File: src/rtl/lsu_pkg.sv
// Shared definitions for the load/store unit memory stage.
// Contents: funct3 size/sign encodings, response error codes and the
// memory-stage state encoding. Imported with import lsu_pkg::*.
package lsu_pkg;

  localparam logic [2:0] F3_B  = 3'd0;
  localparam logic [2:0] F3_H  = 3'd1;
  localparam logic [2:0] F3_W  = 3'd2;
  localparam logic [2:0] F3_BU = 3'd4;
  localparam logic [2:0] F3_HU = 3'd5;

  typedef enum logic [1:0] {
    ERR_OK       = 2'd0,
    ERR_MISALIGN = 2'd1,
    ERR_FAULT    = 2'd2,
    ERR_ILLEGAL  = 2'd3
  } lsu_err_e;

  typedef enum logic [1:0] {
    IDLE  = 2'd0,
    ISSUE = 2'd1,
    RESP  = 2'd2
  } lsu_state_e;

endpackage

File: src/rtl/lsu_access_check.sv
// Combinational access checker for a data (or future fetch) access.
// Ports:
//   addr     in  XLEN  byte address
//   funct3   in  3     access size / signedness encoding
//   is_store in  1     1 = store, 0 = load
//   err      out 2     ERR_OK / ERR_MISALIGN / ERR_FAULT / ERR_ILLEGAL
// Priority when several apply: illegal > misaligned > access fault.
module lsu_access_check
  import lsu_pkg::*;
#(
  parameter int XLEN          = 32,
  parameter int MEM_ADDR_BITS = 12
) (
  input  logic [XLEN-1:0] addr,
  input  logic [2:0]      funct3,
  input  logic            is_store,
  output lsu_err_e        err
);

  logic illegal;
  logic misalign;
  logic fault;

  always_comb begin
    illegal  = 1'b0;
    misalign = 1'b0;
    fault    = |addr[XLEN-1:MEM_ADDR_BITS];

    // Stores have no signed/unsigned variants, so only B/H/W are legal.
    if (is_store) begin
      illegal = (funct3 != F3_B) && (funct3 != F3_H) && (funct3 != F3_W);
    end else begin
      illegal = (funct3 == 3'd3) || (funct3 == 3'd6) || (funct3 == 3'd7);
    end

    if ((funct3 == F3_H) || (funct3 == F3_HU)) begin
      misalign = addr[0];
    end else if (funct3 == F3_W) begin
      misalign = |addr[1:0];
    end

    err = ERR_OK;
    if (illegal) begin
      err = ERR_ILLEGAL;
    end else if (misalign) begin
      err = ERR_MISALIGN;
    end else if (fault) begin
      err = ERR_FAULT;
    end
  end

endmodule

File: src/rtl/lsu_mem_stage.sv
// Load/store unit memory stage: accepts one request from execute, checks it,
// drives the data memory for exactly one cycle and returns a registered
// response to write-back. Faulting requests never reach memory.
// Ports:
//   clk, reset                 clock, synchronous active-high reset
//   req_valid/req_ready        request handshake
//   req_addr/wdata/funct3/is_store/rd   request fields
//   mem_address/write_data/funct3/read_enable/write_enable  to data memory
//   mem_read_data              combinational read data from data memory
//   resp_valid/resp_ready      response handshake
//   resp_data/rd/is_store/err  response fields
// Build option LSU_PERF_CNT_EN adds perf_loads, perf_stores, perf_errs
// (32-bit wrapping event counters).
//
// state | meaning
// IDLE  | ready for a request; checks and latches it on acceptance
// ISSUE | single cycle driving the data memory; load data captured at end
// RESP  | response presented, held stable until resp_ready
module lsu_mem_stage
  import lsu_pkg::*;
#(
  parameter int MEM_ADDR_BITS = 12,
  parameter int XLEN          = 32
) (
  input  logic            clk,
  input  logic            reset,
  input  logic            req_valid,
  output logic            req_ready,
  input  logic [XLEN-1:0] req_addr,
  input  logic [XLEN-1:0] req_wdata,
  input  logic [2:0]      req_funct3,
  input  logic            req_is_store,
  input  logic [4:0]      req_rd,
  output logic [XLEN-1:0] mem_address,
  output logic [XLEN-1:0] mem_write_data,
  output logic [2:0]      mem_funct3,
  output logic            mem_read_enable,
  output logic            mem_write_enable,
  input  logic [XLEN-1:0] mem_read_data,
  output logic            resp_valid,
  input  logic            resp_ready,
  output logic [XLEN-1:0] resp_data,
  output logic [4:0]      resp_rd,
  output logic            resp_is_store,
  output logic [1:0]      resp_err
`ifdef LSU_PERF_CNT_EN
  ,
  output logic [31:0]     perf_loads,
  output logic [31:0]     perf_stores,
  output logic [31:0]     perf_errs
`endif
);

  lsu_state_e      state;
  lsu_state_e      state_nxt;
  lsu_err_e        chk_err;
  logic            live_q;
  logic            accept;
  logic [XLEN-1:0] addr_q;
  logic [XLEN-1:0] wdata_q;
  logic [2:0]      funct3_q;
  logic            store_q;

  lsu_access_check #(
    .XLEN          (XLEN),
    .MEM_ADDR_BITS (MEM_ADDR_BITS)
  ) u_check (
    .addr     (req_addr),
    .funct3   (req_funct3),
    .is_store (req_is_store),
    .err      (chk_err)
  );

  // live_q holds ready low for the first cycle after reset as well as
  // during reset itself.
  always_comb begin
    state_nxt = state;
    req_ready = 1'b0;
    unique case (state)
      IDLE: begin
        req_ready = live_q && !reset;
        if (req_valid && req_ready) begin
          state_nxt = (chk_err == ERR_OK) ? ISSUE : RESP;
        end
      end
      ISSUE: state_nxt = RESP;
      RESP: begin
        if (resp_ready) begin
          state_nxt = IDLE;
        end
      end
      default: state_nxt = IDLE;
    endcase
  end

  assign accept = req_valid && req_ready;

  // Memory sees nothing but zeros outside the ISSUE cycle.
  always_comb begin
    mem_address      = '0;
    mem_write_data   = '0;
    mem_funct3       = 3'd0;
    mem_read_enable  = 1'b0;
    mem_write_enable = 1'b0;
    if (state == ISSUE) begin
      mem_address      = addr_q;
      mem_write_data   = wdata_q;
      mem_funct3       = funct3_q;
      mem_read_enable  = !store_q;
      mem_write_enable = store_q;
    end
  end

  assign resp_valid = (state == RESP);

  always_ff @(posedge clk) begin
    if (reset) begin
      state         <= IDLE;
      live_q        <= 1'b0;
      addr_q        <= '0;
      wdata_q       <= '0;
      funct3_q      <= 3'd0;
      store_q       <= 1'b0;
      resp_data     <= '0;
      resp_rd       <= 5'd0;
      resp_is_store <= 1'b0;
      resp_err      <= ERR_OK;
    end else begin
      state  <= state_nxt;
      live_q <= 1'b1;
      if (accept) begin
        addr_q        <= req_addr;
        wdata_q       <= req_wdata;
        funct3_q      <= req_funct3;
        store_q       <= req_is_store;
        resp_rd       <= req_rd;
        resp_is_store <= req_is_store;
        resp_err      <= chk_err;
        resp_data     <= '0;
      end
      if (state == ISSUE) begin
        resp_data <= store_q ? '0 : mem_read_data;
      end
    end
  end

`ifdef LSU_PERF_CNT_EN
  always_ff @(posedge clk) begin
    if (reset) begin
      perf_loads  <= 32'd0;
      perf_stores <= 32'd0;
      perf_errs   <= 32'd0;
    end else begin
      if ((state == ISSUE) && !store_q) perf_loads <= perf_loads + 32'd1;
      if ((state == ISSUE) && store_q) perf_stores <= perf_stores + 32'd1;
      if (accept && (chk_err != ERR_OK)) perf_errs <= perf_errs + 32'd1;
    end
  end
`endif

endmodule

File: config.mk
export PLATFORM = sky130hd
export DESIGN_NAME = lsu_mem_stage
export DESIGN_NICKNAME = d
export VERILOG_FILES = /design/src/rtl/lsu_pkg.sv /design/src/rtl/lsu_access_check.sv /design/src/rtl/lsu_mem_stage.sv
export SDC_FILE = /design/constraint.sdc
export NUM_CORES = 1
export LEC_CHECK = 0
export CAP_MARGIN = 5
export CORE_ASPECT_RATIO = 0.8
export CORE_UTILIZATION = 37
export CTS_BUF_LIST = sky130_fd_sc_hd__clkbuf_4
export CTS_CLUSTER_DIAMETER = 200
export DETAILED_ROUTE_END_ITERATION = 8
export GPL_TIMING_DRIVEN = 0
export PLACE_DENSITY = 0.78
export SLEW_MARGIN = 10
export SYNTH_ARGS = -nofsm -noshare
export SYNTH_HDL_FRONTEND = slang
export SYNTH_SLANG_ARGS = --single-unit
File: constraint.sdc
create_clock -name clk -period 1.6 [get_ports clk]
set_input_delay 0.48 -clock clk [delete_from_list [all_inputs] [get_ports clk]]
set_output_delay 0.48 -clock clk [all_outputs]
set_load 0.1 [all_outputs]
After elaboration in Yosys (flattened, before gate mapping). Index checks and enable logic that the tools add are counted. Widths: inputs -> output; s select.

Flip-flop bits (word level): 110. Output and inout bits: 111. Word-level logic and storage cells: 58.

Equality and inequality tests: 12. Mux-type cells: 20. Reduce and logical (&&, ||, !) cells: 17.

Operator list (number): $mux 32 (5); $reduce_or 20->1 (1); $mux 2 (6); $eq 3x3->1 const B (3); $mux 1 (7); $eq 3x2->1 const B (2); $pmux 2 s3 (1); $logic_and 1x1->1 (5); $logic_not 2->1 (2); $eq 3x1->1 const B (1); $logic_or 1x1->1 (3); $mux 3 (1); $ne 3x1->1 const B (1); $ne 3x2->1 const B (1); $reduce_bool 3->1 (1); $eq 2x1->1 const B (1); $eq 2x2->1 const B (1); $logic_not 1->1 (2); $ne 2x1->1 const B (1); $ne 2x2->1 const B (1); $reduce_and 2->1 (1); $reduce_bool 2->1 (1); $reduce_or 2->1 (1).

Depth between registers and ports, before layout. Gate-level depths: netlist of the first run.

Depth after elaboration: 9. Gate-level depth with buffers: 8. Mapped depth without buffers: 4.

Hierarchy. Synthesis of the first run repeated with hierarchy kept, for this count alone.

Cell total of the unflattened synthesis: 522. Area, all modules: 4523.1 µm².

Modules (own cells, without submodules): lsu_mem_stage (instances 1, cells each 508, area an instance 4438.0 µm², seq. area each 2202.1 µm²); lsu_access_check (instances 1, cells each 14, area an instance 85.1 µm², seq. area each 0.0 µm²).

Worst setup path after synthesis of the first run. OpenSTA, ideal clock, no wires.

Path type: reg-to-output. Start: register store_q. End: output mem_write_enable. Arrival time: 1830 ps. Required time: 1120 ps. Setup slack: -710 ps. Stages on the path, launching flop included: 2. Path through: dfxtp_1 > and2_1.

Cells in the longest elaborated chain, start to end: 1.

Ends and longest elaborated chain: from (decl) (RTL line lsu_mem_stage.sv:62) `logic store_q;`; from (signal assigned) (RTL line lsu_mem_stage.sv:135) `store_q <= req_is_store;`; $mux 1 (RTL line lsu_mem_stage.sv:105) `if (state == ISSUE) begin`; to (decl) (RTL line lsu_mem_stage.sv:38) `output logic mem_write_enable,`.

No other way between the ends.

Worst setup path in the final report of the first run.
Start: register state[1]. End: output mem_address[26].

Cells in the longest elaborated chain, start to end: 2.

Ends and longest elaborated chain: from (decl) (RTL line lsu_mem_stage.sv:54) `lsu_state_e state;`; from (signal assigned) (RTL line lsu_mem_stage.sv:129) `state <= state_nxt;`; $eq 2x1->1 (RTL line lsu_mem_stage.sv:105); $mux 32 (RTL line lsu_mem_stage.sv:105); to (decl) (RTL line lsu_mem_stage.sv:34) `output logic [XLEN-1:0] mem_address,`.

No other way between the ends.

==> results of run 1 <==
[sequential cells by signal, summed over array words and instances, names as in the netlist]
register / flops
addr_q: 32
funct3_q: 3
live_q: 1
resp_data: 32
resp_err: 2
resp_rd: 5
state: 2
store_q: 1
wdata_q: 32
[routing by layer]
layer  part of all wire, %  vias to the layer above  track usage (%)
met2                    50                      168             40.5
li1                      -                     2258                -
met3                   8.1                       27             7.58
met1                    39                     2166             26.7
met5                     0                        -                0
met4                   2.5                        0             8.25
[synthesized netlist by cell type]
| library cell | n | area, um2 |
|---|---|---|
| and2_1 | 69 | 432 |
| o21ai_0 | 3 | 15.0 |
| o211ai_1 | 1 | 7.51 |
| a22oi_1 | 32 | 240 |
| buf_2 | 17 | 85.1 |
| and3_1 | 1 | 6.26 |
| buf_6 | 5 | 56.3 |
| a21oi_1 | 76 | 380 |
| dfxtp_1 | 110 | 2200 |
| o41ai_1 | 1 | 8.76 |
| and2b_1 | 1 | 7.51 |
| o221ai_1 | 1 | 8.76 |
| nand3_1 | 1 | 5.00 |
| nand2_1 | 152 | 571 |
| nor3_1 | 1 | 5.00 |
| o21bai_2 | 1 | 11.3 |
| buf_4 | 1 | 7.51 |
| nor2_1 | 34 | 128 |
| clkbuf_1 | 20 | 75.1 |
| a31oi_1 | 1 | 6.26 |
| a21o_1 | 1 | 7.51 |
| and3b_1 | 1 | 8.76 |
| nor4_1 | 7 | 43.8 |
| inv_1 | 1 | 3.75 |
| nor2b_1 | 3 | 18.8 |
[stage by stage]
| stage | setup slack (ps) | instances | cell area, um2 | TNS [ps] |
|---|---|---|---|---|
| after floorplan | -115 | 541 | 4560 | -763 |
| after global placement | -1220 | 903 | 6920 | -127920 |
| after detailed placement | -1240 | 903 | 6920 | -131770 |
| after CTS | -660 | 930 | 7810 | -42000 |
| after global routing | -697 | 933 | 8220 | -44770 |
| final | -639 | 933 | 8220 | -40210 |
[area by class of cell]
type,instances,area [um2]
Tap cell,144,180
Clock buffer,10,75.1
Multi-Input combinational cell,388,2170
Clock inverter,6,38.8
Fill cell,803,2930
Buffer,42,364
Sequential cell,110,2240
Timing Repair Buffer,232,3150
Inverter,1,3.75
[kinds of logic after synthesis]
| logic type | after synthesis |
|---|---|
| AO/OA/AOI/OAI | 117 |
| flip-flops | 110 |
| buffers and inverters | 44 |
| AND/OR/NAND/NOR | 270 |
[worst max-delay path: cells and delay by family (launching register included)]
kind          cells  cell delay, ps
buf+inv           3             470
simple gates      2             460
flops             1             370
[what timing repair did]
action	4_1_cts	5_1_grt
pin swaps	3	6
setup endpoints to repair	111	197
cloned	4	1
buffers inserted	7	4
gates resized for setup	902	117
[where the power goes]
part | switching, mW | internal [mW]
Clock | 0.886 | 0.334
Sequential | 0.0369 | 2.80
Combinational | 0.313 | 0.360
[placed cells by master (no fill, tap or decap), types with 8 or more instances in the layout]
cell type,synthesis,layout
nand2_1,152,152
clkdlybuf4s50_1,0,107
dfxtp_1,110,83
a21oi_1,76,76
and2_4,0,67
buf_8,0,57
buf_12,0,55
nor2_1,34,34
dfxtp_2,0,25
a22oi_1,32,24
buf_6,5,17
clkbuf_4,0,14
clkbuf_1,20,11
buf_4,1,10
a22oi_2,0,8
[final timing paths]
path               startpoint  slack, ps              end  cells after the start
setup reg to reg     state[1]         10    resp_data[29]                      8
hold / removal          reset        340           live_q                      2
hold reg to reg   funct3_q[2]        470      funct3_q[2]                      2
setup / recovery     state[1]       -640  mem_address[26]                      5
==> out/qor.txt, run 1 <==
Fin crit period - 2240 ps
Die area - 12,200 um2
Post-synthesis compound-gate area fraction - 15.8%
Mux share of post-synthesis cell area - 0%
CTS Buf Count - 9
WL per Instance - 15.9 um
Failing checks - setup timing
Initial antenna violation count - 0
Max Slew Vio Count - 0
Mapped cell area - 4340 um2
Core footprint - 11,100 um2
Slowest CP cell - dfxtp_2
Iteration-0 DRC Markers - 202
Syn nets - 650
Final Skew - 8.83 ps
Post-synthesis sequential area ratio - 50.7%
Die Y - 98.9 um
I/O pin cnt - 220
Total power per unit cell area - 576 nW/um2
Crit Path Category - reg2out
Residual DRC - 0
Cell variety after synth - 25
PortBufs - 218
Final Core Density - 73.7%
Leakage - 3.15 nW
DP HPWL - 10,300 um
Final setup fails - 71
First-pass GRT wire length - 22,000 um
# nets final - 893
Die Span X - 123 um
Worst-Margin Slew - 583 ps
Setup WS post-layout - -639 ps
Final ANT Viol Nets - 0
Clock Latency Late Sink - 450 ps
Hold Slack - 343 ps
Crit path capture type - output port
Overflow after GRT - 0
Outcome - complete, but fails checks
DRT Pass-1 Iters - 5
Critical path startpoint category - flip-flop
Data arrival, critical path - 1760 ps
# H-tree levels - 3
Drt total wl - 14,800 um
Worst vdd ir - 0.439 mV
Vias/cell - 4.95
HP Class - in2reg
CTS Hold Bufs - 0
Root Driver - clkbuf_4
Clock Pin Slew Worst Setup and Hold Paths - 160 ps
Worst path most repeated cell - clkbuf_16
Largest family of logic cells by synthesized area - simple AND/OR/NAND/NOR gates
P&R area growth vs syn - 89.3%
Max-slew headroom - 61.2%
Max clock buf depth - 2
DR vias - 4,619
Fin crit share - 140%
Initial Util - 38.9%
Mapped Avg Cell Area - 8.02 um2
Total clock sinks - 110
Cells after synthesis - 541
Post-synthesis adder-cell area fraction - 0%
RSZ-0062 raised after global routing - yes
FP Rows - 34
Fmax - 447 MHz
Largest net degree at the start of global routing - 18
Max_cap viols - 0
Syn. warnings - 0
Xor/xnor share of the synthesized area - 0%
Gr usage total - 23.3%
Vias in the first global route - 4,506
Share of post-route cells with drive strength above 1 - 35.7%
Yosys reg bits - 110
CP required - 1120 ps
Placer Congestion - 0.798
CTS tree - done
Antenna Cells - 0
Worst path max stage delay - 370 ps
CP max FO - 5
Power Total - 4.73 mW
CP cell instances - and2b_4 > clkbuf_16 > clkbuf_16 > and2_4 > buf_12
Final hold vios - 0
Post-synthesis simple-gate area fraction - 28.2%
Power figures use the tool's default switching activity.
==> run 2: changes to the inputs <==
ABC_CLOCK_PERIOD_IN_PS = 1600   (was unset)
CORE_MARGIN = 2   (was unset)
==> out/qor.txt, run 2 (same netlist as run 1, synthesis figures left out) <==
FP Rows - 35 (+2.9%)
RSZ-0062 raised after global routing - yes
Final setup fails - 80 (+13%)
Launching point of the worst reg2reg path - state[1]
Crit Path Category - reg2out
Fmax - 440 MHz (-1.4%)
Setup WS post-layout - -671 ps (-32.0 ps)
Final ANT Viol Nets - 0 (unchanged)
Residual DRC - 0 (unchanged)
Die Y - 101 um (+2.0%)
P&R area growth vs syn - 96.1%
CTS tree - done
Hold Slack - 349 ps (+6.20 ps)
Placement Setup Slack - -1210 ps (+30.3 ps)
# nets final - 899 (+0.67%)
Max Slew Vio Count - 0 (unchanged)
Initial Util - 37.8% (-1.1 points)
Power Total - 4.74 mW (+0.12%)
Share of post-route cells with drive strength above 1 - 37.7% (+1.9 points)
CP max FO - 7 (+2)
Crit path launch - state[1]
Slowest CP cell - dfxtp_2
DRT Pass-1 Iters - 4 (-1)
Most frequent cells in the layout - 152 x nand2_1, 107 x clkdlybuf4s50_1, 98 x buf_12, 76 x a21oi_1, 73 x dfxtp_1
Biggest regs - addr_q x32, resp_data x32, wdata_q x32
Antenna Cells - 0 (unchanged)
Hold Startpoint - reset
CTS Hold Bufs - 0 (unchanged)
Data arrival, critical path - 1790 ps (+30 ps)
Finished Layout Cells - 942 (+0.96%)
First-pass GRT wire length - 24,000 um (+8.9%)
Root Driver - clkbuf_4
Dpl cells - 907 (+0.44%)
Failing checks - setup timing
I/O pin cnt - 220 (unchanged)
Max_cap viols - 0 (unchanged)
Worst vdd ir - 0.395 mV (-10%)
Max-slew headroom - 62.7% (+1.6 points)
Die Span X - 125 um (+1.6%)
Final hold vios - 0 (unchanged)
Max clock buf depth - 2 (unchanged)
Total clock sinks - 110 (unchanged)
Worst path max stage delay - 360 ps (about the same)
Clock Latency Late Sink - 450 ps (about the same)
Clock Pin Slew Worst Setup and Hold Paths - 160 ps (about the same)
Worst-Margin Slew - 559 ps (-23.8 ps)
PortBufs - 218 (unchanged)
Leading cell type in the layout, fill and taps excluded - nand2_1
Vias/cell - 4.96 (+0.25%)
CP cell instances - and2b_4 > clkbuf_16 > clkbuf_8 > and2_4 > buf_12
CP required - 1120 ps (about the same)
Fin crit share - 142% (+2.0 points)
DP HPWL - 10,500 um (+2.6%)
Crit path capture type - output port
Fin crit period - 2270 ps (+32.0 ps)
CTS Buf Count - 9 (unchanged)
Critical path startpoint category - flip-flop
Initial antenna violation count - 0 (unchanged)
Core footprint - 11,500 um2 (+2.9%)
Outcome - complete, but fails checks
WL per Instance - 16.8 um (+5.9%)
Iteration-0 DRC Markers - 168 (-17%)
Final Core Density - 74.2% (+0.46 points)
Die area - 12,600 um2 (+3.7%)
Overflow after GRT - 0 (unchanged)
HP Class - in2reg
Final Skew - 13.3 ps (+4.48 ps)
Placer Congestion - 0.771 (-3.4%)
# H-tree levels - 3 (unchanged)
Drt total wl - 15,800 um (+6.9%)
Leakage - 3.23 nW (+2.4%)
DR vias - 4,675 (+1.2%)
Total power per unit cell area - 557 nW/um2 (-3.3%)
Largest net degree at the start of global routing - 17 (-1)
Gr usage total - 23.8% (+0.48 points)
Vias in the first global route - 4,757 (+5.6%)
## run 2: cell count changes in the layout (fill, tap and decap cells not counted), sizes merged
cell	previous run	this run
buf	146	148
clkbuf	31	36
clkinv	5	3
## run 2: per-stage QoR
| stage | TNS (ps) | area (um2) |
|---|---|---|
| floorplan | -763 | 4560 |
| global placement | -128830 | 6930 |
| detailed placement | -133580 | 6930 |
| CTS | -42990 | 8150 |
| global route | -47160 | 8510 |
| finish | -42100 | 8510 |
## run 2: per-layer routing
layer	global-route usage [%]	up-vias	part of all wire (%)	routed length [um]
met5	0	-	0	0
met4	7.26	0	2.0	320
met3	7.11	24	6.0	951
met1	27.3	2222	39	6220
met2	43.1	156	53	8340
li1	-	2273	-	-
## run 2: where the power goes
part | switching [mW] | leakage (nW) | internal [mW] | total [mW]
logic | 0.319 | 2.26 | 0.363 | 0.682
clock network | 0.871 | 0.0604 | 0.344 | 1.21
registers | 0.0383 | 0.911 | 2.80 | 2.84
## run 2: repair_timing
action | CTS | global route
gates resized for setup | 968 | 116
buffers inserted | 11 | 4
endpoints found under the setup margin | 112 | 192
pin swaps | 19 | 7
gates cloned | 7 | 0
## run 2: critical path: cells and delay by family, from the launching register on
kind                   cells  cell delay (ps)
buffers and inverters      3              480
AND/OR/NAND/NOR            2              490
flip-flops                 1              360
## run 2: layout make-up
class                   instances  area, um2
clock buffers                  11       82.6
plain buffers                  42        355
fillers                       780       2960
repair buffers                238       3430
inverters                       1       3.75
clock inverters                 4       25.0
well taps                     148        185
multi-input cells             388       2180
flip-flops and latches        110       2250
## run 2: final timing paths
| check | end | slack, ps | cells after the start |
|---|---|---|---|
| max reg2reg | resp_data[24] | 20 | 8 |
| max | mem_address[30] | -670 | 5 |
| min | live_q | 350 | 2 |
| min reg2reg | funct3_q[0] | 460 | 2 |
